`src/rtl/ex_wideadd_sched.sv`:
```
// Wide add/subtract sequencer: time-shares one external 64-bit adder between
// two requesters. 128-bit ops and subtraction are built from several passes
// through the adder (low half, "+1" for two's complement, high half, carry).
module ex_wideadd_sched #(
  parameter bit RR_EN     = 1'b1,
  parameter bit SKIP_HINC = 1'b1
) (
  input  logic         clock,
  input  logic         reset,
  input  logic         req0_valid,
  output logic         req0_ready,
  input  logic [1:0]   req0_op,
  input  logic [127:0] req0_a,
  input  logic [127:0] req0_b,
  input  logic         req1_valid,
  output logic         req1_ready,
  input  logic [1:0]   req1_op,
  input  logic [127:0] req1_a,
  input  logic [127:0] req1_b,
  output logic         rsp_valid,
  input  logic         rsp_ready,
  output logic         rsp_id,
  output logic [127:0] rsp_val,
  output logic         rsp_carry,
  output logic [63:0]  add_a,
  output logic [63:0]  add_b,
  input  logic [63:0]  add_c
);

  typedef enum logic [2:0] {
    S_IDLE = 3'd0,
    S_LO   = 3'd1,
    S_LINC = 3'd2,
    S_HI   = 3'd3,
    S_HINC = 3'd4,
    S_DONE = 3'd5
  } state_t;

  // Carry out of one adder pass, recovered from the operand and sum MSBs.
  function automatic logic pass_carry(input logic [63:0] a, input logic [63:0] b,
                                      input logic [63:0] s);
    return (a[63] & b[63]) | ((a[63] | b[63]) & ~s[63]);
  endfunction

  state_t         state_q, state_d;
  logic           rr_q, rr_d;            // id served last
  logic           id_q, id_d;
  logic [1:0]     op_q, op_d;            // op[0]=subtract, op[1]=128-bit
  logic [127:0]   opa_q, opa_d;
  logic [127:0]   opb_q, opb_d;
  logic [63:0]    lo_q, lo_d;            // low-half result
  logic           cin_q, cin_d;          // carry into the high half / 64-bit carry
  logic           chi_q, chi_d;          // carry out of the HI pass
  logic           rsp_valid_q, rsp_valid_d;
  logic           rsp_id_q, rsp_id_d;
  logic [127:0]   rsp_val_q, rsp_val_d;
  logic           rsp_carry_q, rsp_carry_d;
  logic [63:0]    add_a_q, add_a_d;
  logic [63:0]    add_b_q, add_b_d;
  logic           gnt0_s, gnt1_s;
  logic           pass_c_s;

  assign pass_c_s   = pass_carry(add_a_q, add_b_q, add_c);
  assign req0_ready = gnt0_s;
  assign req1_ready = gnt1_s;
  assign rsp_valid  = rsp_valid_q;
  assign rsp_id     = rsp_id_q;
  assign rsp_val    = rsp_val_q;
  assign rsp_carry  = rsp_carry_q;
  assign add_a      = add_a_q;
  assign add_b      = add_b_q;

  // Arbitration: only in IDLE; ready is the accept strobe, so it is combinational.
  always_comb begin
    gnt0_s = 1'b0;
    gnt1_s = 1'b0;
    if ((state_q == S_IDLE) && !reset) begin
      if (req0_valid && req1_valid) begin
        if (RR_EN && !rr_q) begin
          gnt1_s = 1'b1;
        end else begin
          gnt0_s = 1'b1;
        end
      end else if (req0_valid) begin
        gnt0_s = 1'b1;
      end else if (req1_valid) begin
        gnt1_s = 1'b1;
      end else begin
        gnt0_s = 1'b0;
      end
    end else begin
      gnt0_s = 1'b0;
    end
  end

  // Sequencer next state, pass results and response capture.
  always_comb begin
    state_d     = state_q;
    rr_d        = rr_q;
    id_d        = id_q;
    op_d        = op_q;
    opa_d       = opa_q;
    opb_d       = opb_q;
    lo_d        = lo_q;
    cin_d       = cin_q;
    chi_d       = chi_q;
    rsp_valid_d = rsp_valid_q;
    rsp_id_d    = rsp_id_q;
    rsp_val_d   = rsp_val_q;
    rsp_carry_d = rsp_carry_q;
    case (state_q)
      S_IDLE: begin
        if (gnt0_s || gnt1_s) begin
          id_d    = gnt1_s;
          op_d    = gnt1_s ? req1_op : req0_op;
          opa_d   = gnt1_s ? req1_a : req0_a;
          opb_d   = gnt1_s ? req1_b : req0_b;
          cin_d   = 1'b0;
          chi_d   = 1'b0;
          state_d = S_LO;
        end else begin
          state_d = S_IDLE;
        end
      end
      S_LO: begin
        lo_d  = add_c;
        cin_d = pass_c_s;
        if (op_q[0]) begin
          state_d = S_LINC;
        end else if (op_q[1]) begin
          state_d = S_HI;
        end else begin
          state_d     = S_DONE;
          rsp_valid_d = 1'b1;
          rsp_id_d    = id_q;
          rsp_val_d   = {64'd0, add_c};
          rsp_carry_d = pass_c_s;
        end
      end
      S_LINC: begin
        lo_d  = add_c;
        cin_d = cin_q | pass_c_s;
        if (op_q[1]) begin
          state_d = S_HI;
        end else begin
          state_d     = S_DONE;
          rsp_valid_d = 1'b1;
          rsp_id_d    = id_q;
          rsp_val_d   = {64'd0, add_c};
          rsp_carry_d = cin_q | pass_c_s;
        end
      end
      S_HI: begin
        chi_d = pass_c_s;
        if (cin_q || !SKIP_HINC) begin
          state_d = S_HINC;
        end else begin
          state_d     = S_DONE;
          rsp_valid_d = 1'b1;
          rsp_id_d    = id_q;
          rsp_val_d   = {add_c, lo_q};
          rsp_carry_d = pass_c_s;
        end
      end
      S_HINC: begin
        state_d     = S_DONE;
        rsp_valid_d = 1'b1;
        rsp_id_d    = id_q;
        rsp_val_d   = {add_c, lo_q};
        rsp_carry_d = chi_q | pass_c_s;
      end
      S_DONE: begin
        if (rsp_ready) begin
          state_d     = S_IDLE;
          rsp_valid_d = 1'b0;
          rr_d        = id_q;
        end else begin
          state_d = S_DONE;
        end
      end
      default: begin
        state_d     = S_IDLE;
        rsp_valid_d = 1'b0;
      end
    endcase
  end

  // Adder operands for the pass about to start, registered so they are glitch-free.
  always_comb begin
    add_a_d = 64'd0;
    add_b_d = 64'd0;
    case (state_d)
      S_LO: begin
        add_a_d = opa_d[63:0];
        add_b_d = op_d[0] ? ~opb_d[63:0] : opb_d[63:0];
      end
      S_LINC: begin
        add_a_d = add_c;
        add_b_d = 64'd1;
      end
      S_HI: begin
        add_a_d = opa_d[127:64];
        add_b_d = op_d[0] ? ~opb_d[127:64] : opb_d[127:64];
      end
      S_HINC: begin
        add_a_d = add_c;
        add_b_d = {63'd0, cin_d};
      end
      default: begin
        add_a_d = 64'd0;
        add_b_d = 64'd0;
      end
    endcase
  end

  // State and datapath registers with synchronous reset.
  always_ff @(posedge clock) begin
    if (reset) begin
      state_q     <= S_IDLE;
      rr_q        <= 1'b0;
      id_q        <= 1'b0;
      op_q        <= 2'd0;
      opa_q       <= 128'd0;
      opb_q       <= 128'd0;
      lo_q        <= 64'd0;
      cin_q       <= 1'b0;
      chi_q       <= 1'b0;
      rsp_valid_q <= 1'b0;
      rsp_id_q    <= 1'b0;
      rsp_val_q   <= 128'd0;
      rsp_carry_q <= 1'b0;
      add_a_q     <= 64'd0;
      add_b_q     <= 64'd0;
    end else begin
      state_q     <= state_d;
      rr_q        <= rr_d;
      id_q        <= id_d;
      op_q        <= op_d;
      opa_q       <= opa_d;
      opb_q       <= opb_d;
      lo_q        <= lo_d;
      cin_q       <= cin_d;
      chi_q       <= chi_d;
      rsp_valid_q <= rsp_valid_d;
      rsp_id_q    <= rsp_id_d;
      rsp_val_q   <= rsp_val_d;
      rsp_carry_q <= rsp_carry_d;
      add_a_q     <= add_a_d;
      add_b_q     <= add_b_d;
    end
  end

endmodule

```
`config.mk`:
```
export PLATFORM = sky130hd
export DESIGN_NAME = ex_wideadd_sched
export DESIGN_NICKNAME = d
export VERILOG_FILES = /design/src/rtl/ex_wideadd_sched.sv
export SDC_FILE = /design/constraint.sdc
export NUM_CORES = 1
export LEC_CHECK = 0
export CAP_MARGIN = 0
export CORE_AREA = 2 2 326 328
export CTS_CLUSTER_SIZE = 25
export DETAILED_ROUTE_END_ITERATION = 16
export DIE_AREA = 0 0 328 330
export GPL_ROUTABILITY_DRIVEN = 0
export PLACE_DENSITY = 0.5
export RECOVER_POWER = 100
export SLEW_MARGIN = 15
export SYNTH_ARGS = -nofsm -noshare
export SYNTH_HDL_FRONTEND = slang
export SYNTH_SLANG_ARGS = --single-unit
```
`constraint.sdc`:
```
create_clock -name clock -period 5.05 [get_ports clock]
set_input_delay 0.7575 -clock clock [delete_from_list [all_inputs] [get_ports clock]]
set_output_delay 0.7575 -clock clock [all_outputs]
set_load 0.1 [all_outputs]
```
======== Yosys cells after proc, flatten, opt, wreduce, memory -nomap -nowiden ========
Index checks and enable logic that the tools add are counted.
cells by class
  eq/ne operators ......................... 15
  multiplexer cells ....................... 50
  bitwise logic cells ..................... 10
  reduce and logical (&&, ||, !) cells .... 15
operators with widths
  cell                                                                   count
  128-bit 2-to-1 mux                                                     9
  128-bit one-hot mux with 4 select lines                                1
  64-bit one-hot mux with 4 select lines                                 1
  64-bit one-hot mux with 3 select lines                                 1
  64-bit 2-to-1 mux                                                      2
  64-bit inverter                                                        2
  1-bit 2-to-1 mux                                                       26
  3-bit one-hot mux with 6 select lines                                  1
  3-bit by 2-bit equality test with 1-bit output, second input constant  4
  2-bit inequality test, second input constant                           5
  3-bit equality test, second input constant                             3
  3-bit 2-to-1 mux                                                       3
  1-bit one-hot mux with 4 select lines                                  2
  3-bit by 1-bit equality test with 1-bit output, second input constant  2
  1-bit one-hot mux with 6 select lines                                  1
  2-bit AND reduction                                                    3
  5-bit AND reduction                                                    1
  1-bit bitwise OR                                                       4
  4-bit AND reduction                                                    1
  4-bit nonzero test                                                     1
  2-bit OR reduction                                                     2
  3-bit zero test                                                        1
  1-bit one-hot mux with 3 select lines                                  1
  3-bit AND reduction                                                    1
  other kinds (9)                                                        12
word-level totals
  register bits after elaboration ......... 588
  input port bits ......................... 585
  output and inout port bits .............. 261
  logic and storage cells ................. 106

======== Logic depth before layout (Yosys ltp) ========
Gate-level depths: netlist of the first run.
  depth in word-level cells ............... 10
  depth in mapped cells ................... 12
  depth with buffers taken out ............ 7

======== Least setup slack after synthesis of the first run ========
OpenSTA, ideal clock, no wires.
  path type ............................... input to output
  start ................................... in reset
  end ..................................... out req0_ready
  arrival time ............................ 2595 ps
  data required time ...................... 4293 ps
  path slack .............................. 1697 ps
  stages on the path ...................... 2
  buffers on the path ..................... 0
  cells stage by stage .................... or4_4 -> nor2_1
between the ends
  word-level cells in the longest chain between the ends .. 3
RTL lines
  item               line  text
  from (decl)        9     input logic reset,
  1-bit zero test    77    if ((state_q == S_IDLE) && !reset) begin
  1-bit logical AND  77
  1-bit 2-to-1 mux   77
  to (decl)          11    output logic req0_ready,
No other way between the ends.

======== Final worst setup path of the first run ========
  start ................................... in req1_valid
  end ..................................... out req0_ready
between the ends
  word-level cells in the longest chain between the ends .. 3
RTL lines
  item               line  text
  from (decl)        15    input logic req1_valid,
  1-bit logical AND  78    if (req0_valid && req1_valid) begin
  1-bit 2-to-1 mux   78
  1-bit 2-to-1 mux   77
No other way between the ends.

==> metrics.txt, run 1 <==
Pwr Density 590.7 mW/mm^2; via count 20.05k; Post-Syn Area per Cell 8.503 um^2; max cap viols 6; RSZ-0062 raised after global routing false; ys async rst share 0; wire per inst 22.32 um; failing checks capacitance limit, slew limit; Worst Path Max Fanout 18; hold_sp lo_q[5]; Worst Setup End Kind output port; Clock Latency Late Sink about 0.64 ns; worst setup margin between 0.7 and 0.8 ns; vias in the first global route between 15k and 20k; Hold WC Path Type reg -> reg; clock tree buffer depth 3; Slew HR -0.9033; post-synthesis sequential area ratio 0.4564; r2r setup slk 0.85 ns; flops & latches, synth 460; Slew Limit Fails 466; Hold EP lo_q[5]; Netlist cell types 48; CTS tree done; Leak Pwr 12.15 nW; Clock Pin Slew Worst Setup and Hold Paths 0.06 ns; Post-CTS Setup Bufs 0; drt pass-1 iters 5; WS Path Type in -> out; Core Box Area ~0.10 mm^2; R2R depth 5; routed wire length between 100000 and 150000 um; ANT nets after route 0; reg2reg start state_q[2]; WHS about 0.45 ns; GRT Residual Overflow 0; CTS Hold Bufs 0; most common flop cell mapped by yosys dfxtp_1; Hold Vio Cnt, Final 0; die width about 330 um; Syn. warnings 0; IO Pins 846; starting density of the core 0.1928; largest net degree at the start of global routing approximately 190; post-route setup TNS 0 ns; DR DRC count 0; fraction of layout cells with a size suffix above 1 0.04479; Post-CTS Resized 0; total track usage 0.1761; H-tree depth 2; EDFF count, synth 0; Die H 330 um; Place WS ~1.3 ns; Synth Net Count 2958; Arr. time, crit path 3.55 ns; drt initial violations 1060; Via density 4.434; Fillers 11.11k; crit start category input port; Peak Freq around 230 MHz; Clk Tree Root Cell clkbuf_16; Port Buffer Count 845; status complete, but fails checks; multi-input logic area 0.009931 mm^2; initial antenna violation count 12; Die ar. 0.1082 mm^2; final cycle utilization of the critical path 0.8533; clock period minus worst slack 4.309 ns; CTS buffer count 55; worst vdd ir 0.0003034 V; clock sink count 460; Post-Syn Area roughly 0.020 mm^2; most frequent cells in the layout clkdlybuf4s50_1, dfxtp_1, nand2_1; Data required, critical path ~4.3 ns; worst hold path cell count 2; area grow syn2layout 56.49%; Syn Inst Count around 2.4k; commonest non-fill, non-tap cell in the layout clkdlybuf4s50_1; dpl hpwl 72540 um; measured slew at the worst slew-check pin ~2.9 ns; first-pass GRT wire length 140500 um; Worst Skew 0.02221 ns; final net count 3672; register area roughly 0.0092 mm^2; r2r endpoint add_b[11]; Final Setup Violations 0; FP Rows 119
[cell usage after synthesis (2+ instances only)]
cell type	n	share of area
a211oi_1	66	0.025
a21oi_1	325	0.081
a221oi_1	63	0.027
a22o_1	64	0.028
a2bb2oi_1	3	0.0013
a311oi_1	64	0.028
and2_1	2	0.00062
buf_1	20	0.0037
buf_12	4	0.0040
buf_2	22	0.0055
buf_4	17	0.0063
buf_6	7	0.0039
clkbuf_1	156	0.029
dfxtp_1	460	0.46
inv_1	6	0.0011
mux2i_1	132	0.065
nand2_1	392	0.073
nand2b_1	5	0.0016
nand3_1	3	0.00074
nor2_1	269	0.050
nor2b_1	67	0.021
nor3_1	2	0.00050
o21ai_0	5	0.0012
o21ai_1	3	0.00074
o22ai_1	64	0.020
o32ai_1	2	0.00087
or2_2	2	0.00062
xnor2_1	128	0.056
[cell families after synthesis]
logic type | Yosys count | share of synthesized area
flops | 460 | 0.4564
buf+inv | 234 | 0.05451
simple gates | 746 | 0.1493
compound gates | 671 | 0.2177
xor+xnor | 129 | 0.05600
mux | 133 | 0.06604
[cell type report]
class	count	area share
antenna	6	0.0004755
sequential	460	0.2916
inverter	7	0.0009114
clock inverter	16	0.006538
multi-input combinational	1679	0.3145
tap	1391	0.05512
timing repair buffer	884	0.2798
clock buffer	80	0.05104
[critical path, stage by stage]
cell and delay [ns]:
clkdlybuf4s50_1 0.56, inv_1 0.09, o21ai_1 1.63, nor2_1 0.15, buf_4 0.34
[worst max-delay path by stage]
stage / from / to / slack (ns) / cells past startpoint
global placement: reset / req1_ready / 1.40 / 6
floorplan: reset / req0_ready / 1.70 / 2
detailed placement: reset / req1_ready / 1.34 / 6
CTS: state_q[2] / req1_ready / 1.06 / 5
finish: req1_valid / req0_ready / 0.74 / 5
global route: state_q[1] / rsp_val[52] / 0.53 / 7
[routing by layer]
metal,vias up,part of all wire,global-route usage
li1,9723,-,-
met1,9622,0.45,0.2330
met2,600,0.47,0.2899
met3,105,0.056,0.03729
met4,4,0.022,0.04607
met5,-,0.00032,0
[state kept, by name (all words and copies together) (netlist names), 2 cells and up]
register	cells
add_a	64
opb_q	64
rsp_val	128
lo_q	64
opa_q	64
add_b	64
op_q	2
state_q	3
[per-stage QoR]
stage,utilization,power [mW],instances,area [um^2]
after detailed placement,0.2849,14.88,4420,29830
after CTS,0.3023,19.09,4516,31640
after floorplan,-,11.96,2373,20180
final,0.3017,18.65,4523,31580
after global placement,0.2849,14.86,4420,29830
after global routing,0.3016,19.56,4521,31570
[where the power goes]
part	leakage (nW)	internal (mW)	switching (mW)
clock	0.899	2.41	1.70
sequential	3.76	4.50	0.439
combinational	7.49	2.65	6.96
No activity file was read; power rests on OpenSTA's default activity.
==> inputs of run 2 (changes only) <==
- CELL_PAD_IN_SITES_DETAIL_PLACEMENT: not set -> 1
- CELL_PAD_IN_SITES_GLOBAL_PLACEMENT: not set -> 1
- PLACE_DENSITY: 0.5 -> 0.62
- SLEW_MARGIN: 15 -> 30
==> metrics.txt, run 2 (synthesis results as in run 1) <==
drt pass-1 iters 5 (unchanged); R2R depth 6 (+1); Data required, critical path 5.60 ns (+1.31 ns); crit start category register; Via density 4.504 (+1.6%); reg2reg start state_q[2]; WHS 0.4518 ns (+0.00005500 ns); Hold WC Path Type reg -> reg; biggest cell delay along the critical path 1.01 ns (-0.62 ns); clock period minus worst slack 4.146 ns (-0.1634 ns); Fillers 12.26k (+10%); slowest CP cell nor4_1; via count 20.41k (+1.8%); FP Rows 119 (unchanged); Port Buffer Count 845 (unchanged); CP Cell Sequence nor4_1 -> o21ai_1 -> clkbuf_2 -> a21oi_1 -> a221oi_1 -> nor2_1; final net count 3672 (unchanged); DR DRC count 0 (unchanged); post-route setup TNS 0 ns (unchanged); worst hold path cell count 2 (unchanged); routed wire length 104700 um (+3.7%); met2 Track Usage GR 0.3044 (+0.01449); drt initial violations 1029 (-2.9%); Cells after DPL 4417 (-0.068%); number of cells on the critical path 6 (+1); Post-CTS Resized 0 (unchanged); CP Buf/Inv Count 1 (-2); GR Layer Usage met1 0.2326 (-0.0003666); Clock Latency Late Sink 0.66 ns (+0.02 ns); Die ar. 0.1082 mm^2 (unchanged); first-pass GRT wire length 146400 um (+4.2%); fin util 0.2973 (-0.004327); total track usage 0.1833 (+0.007208); Peak Freq 241.2 MHz (+3.9%); layer with the highest usage met2; Slew Limit Fails 397 (-15%); wire per inst 23.10 um (+3.5%); Slew HR -0.7666 (+0.1366); measured slew at the worst slew-check pin 2.650 ns (-0.2050 ns); IO Pins 846 (unchanged); Switch Pwr 9.224 mW (+1.4%); r2r setup slk 0.90 ns (+0.05 ns); failing checks capacitance limit, slew limit; commonest non-fill, non-tap cell in the layout clkdlybuf4s50_1; largest net degree at the start of global routing 198 (+2.6%); total power 18.70 mW (+0.24%); hold_sp lo_q[8]; Hold Vio Cnt, Final 0 (unchanged); multi-input logic area 0.009925 mm^2 (about the same); H-tree depth 2 (unchanged); Final Setup Violations 0 (unchanged); area grow syn2layout 54.25%; r2r endpoint add_a[28]; RSZ-0062 raised after global routing false; Post-CTS Setup Bufs 0 (unchanged); ANT nets after route 0 (unchanged); Worst Setup End Kind register; final cycle utilization of the critical path 0.8210 (-0.03235); Die H 330 um (unchanged); fraction of layout cells with a size suffix above 1 0.04570 (+0.0009158); starting density of the core 0.1928 (unchanged); power share of the clock group 0.231 (+0.011); clock tree buffer depth 3 (unchanged); Hold EP lo_q[8]; dpl hpwl 75970 um (+4.7%); CTS Hold Bufs 0 (unchanged); Pwr Density 600.8 mW/mm^2 (+1.7%); die width 328 um (unchanged); Finished Layout Cells 4532 (+0.20%); Clock Pin Slew Worst Setup and Hold Paths 0.06 ns (about the same); Internal 9.473 mW (-0.87%); Crit path max-delay family compound AO/OA/AOI/OAI gates; Arr. time, crit path 4.70 ns (+1.15 ns); max cap viols 5 (-1); status complete, but fails checks; WS Path Type reg -> reg; vias in the first global route 20.50k (+5.3%); Core Box Area 0.1047 mm^2 (unchanged); GRT Residual Overflow 0 (unchanged); worst vdd ir 0.0004512 V (+49%); Comb pwr share 0.504 (-0.011); Worst Skew 0.03507 ns (+0.01286 ns); clock sink count 460 (unchanged); most frequent cells in the layout clkdlybuf4s50_1, dfxtp_1, nand2_1; CTS tree done; Worst Path Max Fanout 37 (+19); register area 0.009209 mm^2 (unchanged); Largest register FFs 128 (unchanged); switching part of the total 0.4933 (+0.005676); initial antenna violation count 24 (+12); met3 Usage GRT 0.04444 (+0.007146); CTS buffer count 59 (+7.3%); Clk Tree Root Cell clkbuf_16; Sequential Power Share 0.265 (about the same); Leak Pwr 11.72 nW (-3.6%)
==> run 2: layout make-up <==
| cell class | instances | area share |
|---|---|---|
| multi-input combinational | 1679 | 0.3189 |
| antenna | 12 | 0.0009649 |
| timing repair buffer | 880 | 0.2644 |
| clock buffer | 82 | 0.05443 |
| tap | 1391 | 0.05592 |
| inverter | 7 | 0.001085 |
| sequential | 460 | 0.2959 |
| clock inverter | 21 | 0.008402 |
==> run 2: worst max path at each step <==
stage	end	from
6_report	add_a[28]	state_q[2]
3_5_place_dp	add_b[52]	req0_valid
2_1_floorplan	req0_ready	reset
4_1_cts	req1_ready	state_q[2]
3_3_place_gp	add_b[52]	req0_valid
5_1_grt	add_a[28]	state_q[2]
==> run 2: layer usage <==
layer  vias up  part of all wire
li1       9714                 -
met1      9984              0.43
met2       553              0.48
met3       141             0.057
met4        18             0.029
met5         -            0.0010
==> run 2: power by group through the flow <==
stage | combinational, mW | clock [mW] | sequential, mW
after floorplan | 3.40 | 0 | 8.56
after global placement | 9.79 | 0 | 5.02
after detailed placement | 9.68 | 0 | 5.04
after CTS | 9.71 | 4.47 | 4.97
after global routing | 9.98 | 4.60 | 5.07
final | 9.42 | 4.32 | 4.96
==> run 2: worst reg2reg max path, stage by stage, from the launching register on <==
cell and delay [ns]:
dfxtp_1 0.53, nor4_1 1.02, o21ai_1 0.90, clkbuf_2 0.78
a21oi_1 0.60, a221oi_1 0.11, nor2_1 0.12
==> run 2: per-stage QoR <==
| step | instance area [um^2] | setup slack, ns |
|---|---|---|
| floorplan | 20180 | 1.697 |
| finish | 31120 | 0.9042 |
| CTS | 31360 | 1.077 |
| detailed placement | 29410 | 0.9688 |
| global route | 31110 | 0.5013 |
| global placement | 29810 | 0.9582 |
==> edit 1 (config.mk and constraints of run 2) <==
Take the reset off `opa_q`, `opb_q`, `lo_q` and `rsp_val_q` and load them in a clocked block of their own.
--- a/src/rtl/ex_wideadd_sched.sv
+++ b/src/rtl/ex_wideadd_sched.sv
@@ -220,14 +220,10 @@
       rr_q        <= 1'b0;
       id_q        <= 1'b0;
       op_q        <= 2'd0;
-      opa_q       <= 128'd0;
-      opb_q       <= 128'd0;
-      lo_q        <= 64'd0;
       cin_q       <= 1'b0;
       chi_q       <= 1'b0;
       rsp_valid_q <= 1'b0;
       rsp_id_q    <= 1'b0;
-      rsp_val_q   <= 128'd0;
       rsp_carry_q <= 1'b0;
       add_a_q     <= 64'd0;
       add_b_q     <= 64'd0;
@@ -236,19 +232,22 @@
       rr_q        <= rr_d;
       id_q        <= id_d;
       op_q        <= op_d;
-      opa_q       <= opa_d;
-      opb_q       <= opb_d;
-      lo_q        <= lo_d;
       cin_q       <= cin_d;
       chi_q       <= chi_d;
       rsp_valid_q <= rsp_valid_d;
       rsp_id_q    <= rsp_id_d;
-      rsp_val_q   <= rsp_val_d;
       rsp_carry_q <= rsp_carry_d;
       add_a_q     <= add_a_d;
       add_b_q     <= add_b_d;
     end
   end
 
+  always_ff @(posedge clock) begin
+    opa_q     <= opa_d;
+    opb_q     <= opb_d;
+    lo_q      <= lo_d;
+    rsp_val_q <= rsp_val_d;
+  end
+
 endmodule
 
Function: changed (a bounded check fails within 4 cycles, from zero or initial values and one cycle with reset high; the reset may be asserted at any time).
==> edit 1 against run 2 <==
The run still ends with max-capacitance violations, max-slew violations left. Sequential cell count did not move. Final area rose by 5.7%. Fmax fell by 2.6%. Synthesized area rose by 7.2%. Cell count fell by 5.3%. Non-clock buffer count rose by 11. Wire length fell by 0.37%. First-iteration DRC count rose by 1.3%. Worst setup slack got worse by 110 ps. Sequential power rose by 20%. Power rose by 8.5%. Critical endpoint is now req1_ready.
==> edit 1: results (changes against run 2) <==
crit_arrival_ps: 3500  # was 4700 ps
dp.cells: 4177  # was 4417
r2r_start: "state_q[1]"  # was state_q[2]
placed_area_um2: 31400  # was 29400 µm²
synth-seq-area-share_pct: 51.5  # was 45.6%
slowest_stage: "inv_1"  # was nor4_1
worst_pin_slew_ps: 2580  # was 2650 ps
vias: 19478  # was 20410
slew_viol_final: 249  # was 397
viasPerCell: 4.54  # was 4.50
multiInputGateArea_um2: 9560  # was 9920 µm²
dp_hpwl_um: 77300  # was 76000 µm
hold_path_startpoint: "opa_q[92]"  # was lo_q[8]
total_leakage_power_uw: 0.0123  # was 0.0117 µW
startpoint: "reset"  # was state_q[2]
wl_um: 104000  # was 105000 µm
nFillCells: 11825  # was 12263
grt_use_met2_pct: 31.5  # was 30.4%
synth.distinct_cells: 52  # was 48
drv_cap: 5  # unchanged
post-route-period-util_pct: 84.3  # was 82.1%
postSynthCellCount: 2082  # was 2373
antenna_found_initial: 46  # was 24
violations: "max-capacitance violations, max-slew violations"  # unchanged
fin_skew_ps: 21.0  # was 35.1 ps
route.met3.wl_um: 8060  # was 5980 µm
grt_usage_pct: 18.4  # was 18.3%
nets: 3428  # was 3672
dp_slack_ps: 1180  # was 969 ps
seq_area_share_pct: 33.8  # was 29.6%
fin_util_pct: 31.4  # was 29.7%
rr_endpoint: "lo_q[25]"  # was add_a[28]
clock_latency_ps: 640  # was 660 ps
drive_above_1_share_pct: 9.53  # was 4.57%
cp_top_family: "buffers and inverters"  # was compound AO/OA/AOI/OAI gates
buffers: 891  # was 880
outcome: "finished with violations"  # unchanged
cts.path.max_buffers: 3  # unchanged
grt_pass1_vias: 19863  # was 20504
nonClkBufAreaFrac_pct: 26.0  # was 26.4%
r2r_setup_slack_ps: 1310  # was 900 ps
vdd_drop_max_mv: 0.426  # was 0.451 mV
worst_r2r_path_depth: 3  # was 6
hold_end: "opa_q[92]"  # was lo_q[8]
ys_top_cells_by_area: "edfxtp_1, dfxtp_1, mux2_2, nand2_1, mux2i_1"  # was dfxtp_1, a21oi_1, nand2_1, mux2i_1, xnor2_1
gr-usage-met1_pct: 21.4  # was 23.3%
numCtsBuffers: 55  # was 59
gr-usage-met3_pct: 5.72  # was 4.44%
drtIter0Drc: 1042  # was 1029
cp-endpoint: "req1_ready"  # was add_a[28]
hold_slack_ps: 444  # was 452 ps
synth_edf_count: 192  # was 0
slowest_delay_ps: 870  # was 1010 ps
grt_start_max_net_pins: 134  # was 198
synth_nets: 2667  # was 2958
path_max_fanout: 16  # was 37
routed-wl-met2_um: 51200  # was 50100 µm
met1Wirelength_um: 41700  # was 45500 µm
diodes: 14  # was 12
edit 1: cell types whose count changed after synthesis, moves of 64 or more:
cell / delta
a21oi_1: -251
xnor2_1: -126
mux2i_1: -66
nor2_1: -127
edfxtp_1: +192
a22o_1: -64
o31a_1: +66
a32oi_1: +64
mux2_2: +128
dfxtp_1: -192
edit 1: where the power goes:
part / total (µW) / internal (µW) / switching, µW
clock network: 4080 / 2380 / 1700
registers: 5950 / 5510 / 440
logic: 10200 / 2410 / 7840
total: 20300 / 10300 / 9980
edit 1: kinds of logic after synthesis:
| logic type | Yosys count | synth area share, % |
|---|---|---|
| compound gates | 486 | 18.1 |
| mux | 195 | 9.77 |
| fa+ha+maj | 1 | 0.0463 |
| simple gates | 681 | 14.0 |
| xor+xnor | 66 | 2.67 |
| buf+inv | 193 | 3.93 |
| flops | 460 | 51.5 |
edit 1: tightest hold or removal path, delay by kind of cell (launching register included):
kind             cells  cell delay, ps
DFF                  1             310
and+or+nand+nor      2              90
==> edit 2 (settings of run 2) <==
Without the edit above. The parameter `RR_EN` goes from 1'b1 to 1'b0.
--- a/src/rtl/ex_wideadd_sched.sv
+++ b/src/rtl/ex_wideadd_sched.sv
@@ -2,7 +2,7 @@
 // two requesters. 128-bit ops and subtraction are built from several passes
 // through the adder (low half, "+1" for two's complement, high half, carry).
 module ex_wideadd_sched #(
-  parameter bit RR_EN     = 1'b1,
+  parameter bit RR_EN     = 1'b0,
   parameter bit SKIP_HINC = 1'b1
 ) (
   input  logic         clock,
Check against the original RTL: not equivalent (Yosys sat finds a counterexample within 4 cycles, from zero or initial values and one cycle with reset high).
==> edit 2 against run 2 <==
The run still ends with max-capacitance violations, max-slew violations left. Final area rose by 4.8%. Worst setup slack got worse by 110 ps. Count of clock-buffer cells in the layout rose by 7. Wire length rose by 0.61%. Sequential cell count fell by 1. Fmax fell by 2.7%. Power fell by 5.4%. Synthesized area rose by 6.7%. Critical path depth did not move. Critical endpoint is now add_a[1]. Highest routed layer unchanged.
==> edit 2: results (changes against run 2) <==
outcome: "finished with violations"  # unchanged
violations: "max-capacitance violations, max-slew violations"  # unchanged
path_max_fanout: 41  # was 37
nClkBuffers: 89  # was 82
wl_per_cell_um: 23.2  # was 23.1 µm
syn_area_per_cell_um2: 9.03  # was 8.50 µm²
hold_end: "lo_q[39]"  # was lo_q[8]
drv_cap: 1  # was 5
synth-seq-area-share_pct: 42.7  # was 45.6%
powerDensity_nw_per_um2: 543  # was 601 nW/µm²
r2r_setup_slack_ps: 790  # was 900 ps
dp.cells: 4421  # was 4417
synth_top_cell_area_share_pct: 42.7  # was 45.6%
grt_pass1_vias: 21516  # was 20504
route.met3.wl_um: 5810  # was 5980 µm
buffers: 888  # was 880
synth_commonest_cells: "dfxtp_1, nor2_1, mux2i_1, nand2_1, clkbuf_1"  # was dfxtp_1, nand2_1, a21oi_1, nor2_1, clkbuf_1
switchingPower_uw: 8640  # was 9220 µW
gr-usage-met1_pct: 22.5  # was 23.3%
grt_usage_pct: 18.5  # was 18.3%
nets: 3674  # was 3672
wl_um: 105000  # about the same
largest_reg_flops: 128  # unchanged
diodes: 6  # was 12
seq_area_share_pct: 28.2  # was 29.6%
grt_start_max_net_pins: 132  # was 198
slowest_delay_ps: 1160  # was 1010 ps
vias: 20960  # was 20410
clock_latency_ps: 620  # was 660 ps
gr-usage-met3_pct: 3.98  # was 4.44%
areaGrowthSynthToFinish_pct: 51.4  # was 54.2%
slew_headroom_pct: -29.9  # was -76.7%
dp_slack_ps: 1240  # was 969 ps
drive_above_1_share_pct: 6.98  # was 4.57%
p_clk_uw: 4260  # was 4320 µW
crit_arrival_ps: 4710  # was 4700 ps
numCtsBuffers: 57  # was 59
synth.distinct_cells: 42  # was 48
nonClkBufAreaFrac_pct: 25.9  # was 26.4%
antenna_found_initial: 10  # was 24
hold_path_startpoint: "lo_q[39]"  # was lo_q[8]
nFillCells: 12072  # was 12263
synth_nets: 2971  # was 2958
p_seq_uw: 4680  # was 4960 µW
multi_input_area_share_pct: 34.5  # was 31.9%
ys_top_cells_by_area: "dfxtp_1, mux2i_1, nor2_1, xor2_1, a211oi_1"  # was dfxtp_1, a21oi_1, nand2_1, mux2i_1, xnor2_1
p_int_uw: 9050  # was 9470 µW
met1Wirelength_um: 44300  # was 45500 µm
drtIter0Drc: 1020  # was 1029
rr_endpoint: "add_a[1]"  # was add_a[28]
n_all_inverters: 4  # was 7
slew_viol_final: 27  # was 397
dp_hpwl_um: 76800  # was 76000 µm
grt_use_met2_pct: 32.7  # was 30.4%
fin_skew_ps: 28.4  # was 35.1 ps
==> edit 2: cell count changes in the layout (fill, tap and decap cells not counted), sizes merged, moves of 67 or more <==
cell | run 2 | this run
nand2 | 392 | 142
and2 | 2 | 69
xnor2 | 128 | 2
xor2 | 1 | 128
a22oi | 1 | 127
a21oi | 327 | 72
==> edit 2: how the worst max path moves through the flow <==
stage                 end  slack (ps)  depth (start not counted)
6_report         add_a[1]         790                          6
5_1_grt         add_b[32]         530                          7
4_1_cts        req1_ready        1140                          6
3_5_place_dp    add_a[24]        1240                          8
3_3_place_gp    add_a[50]        1300                          8
2_1_floorplan  req1_ready        1800                          6
==> edit 2: kinds of logic (layout without fill, tap and decap cells) <==
group,after synthesis,after routing,synth area share (%)
AO/OA/AOI/OAI,605,605,19.9
buffers and inverters,248,998,5.27
other,0,6,0
AND/OR/NAND/NOR,685,685,14.4
XOR/XNOR,130,130,5.29
multiplexers,259,259,12.4
flip-flops,459,459,42.7
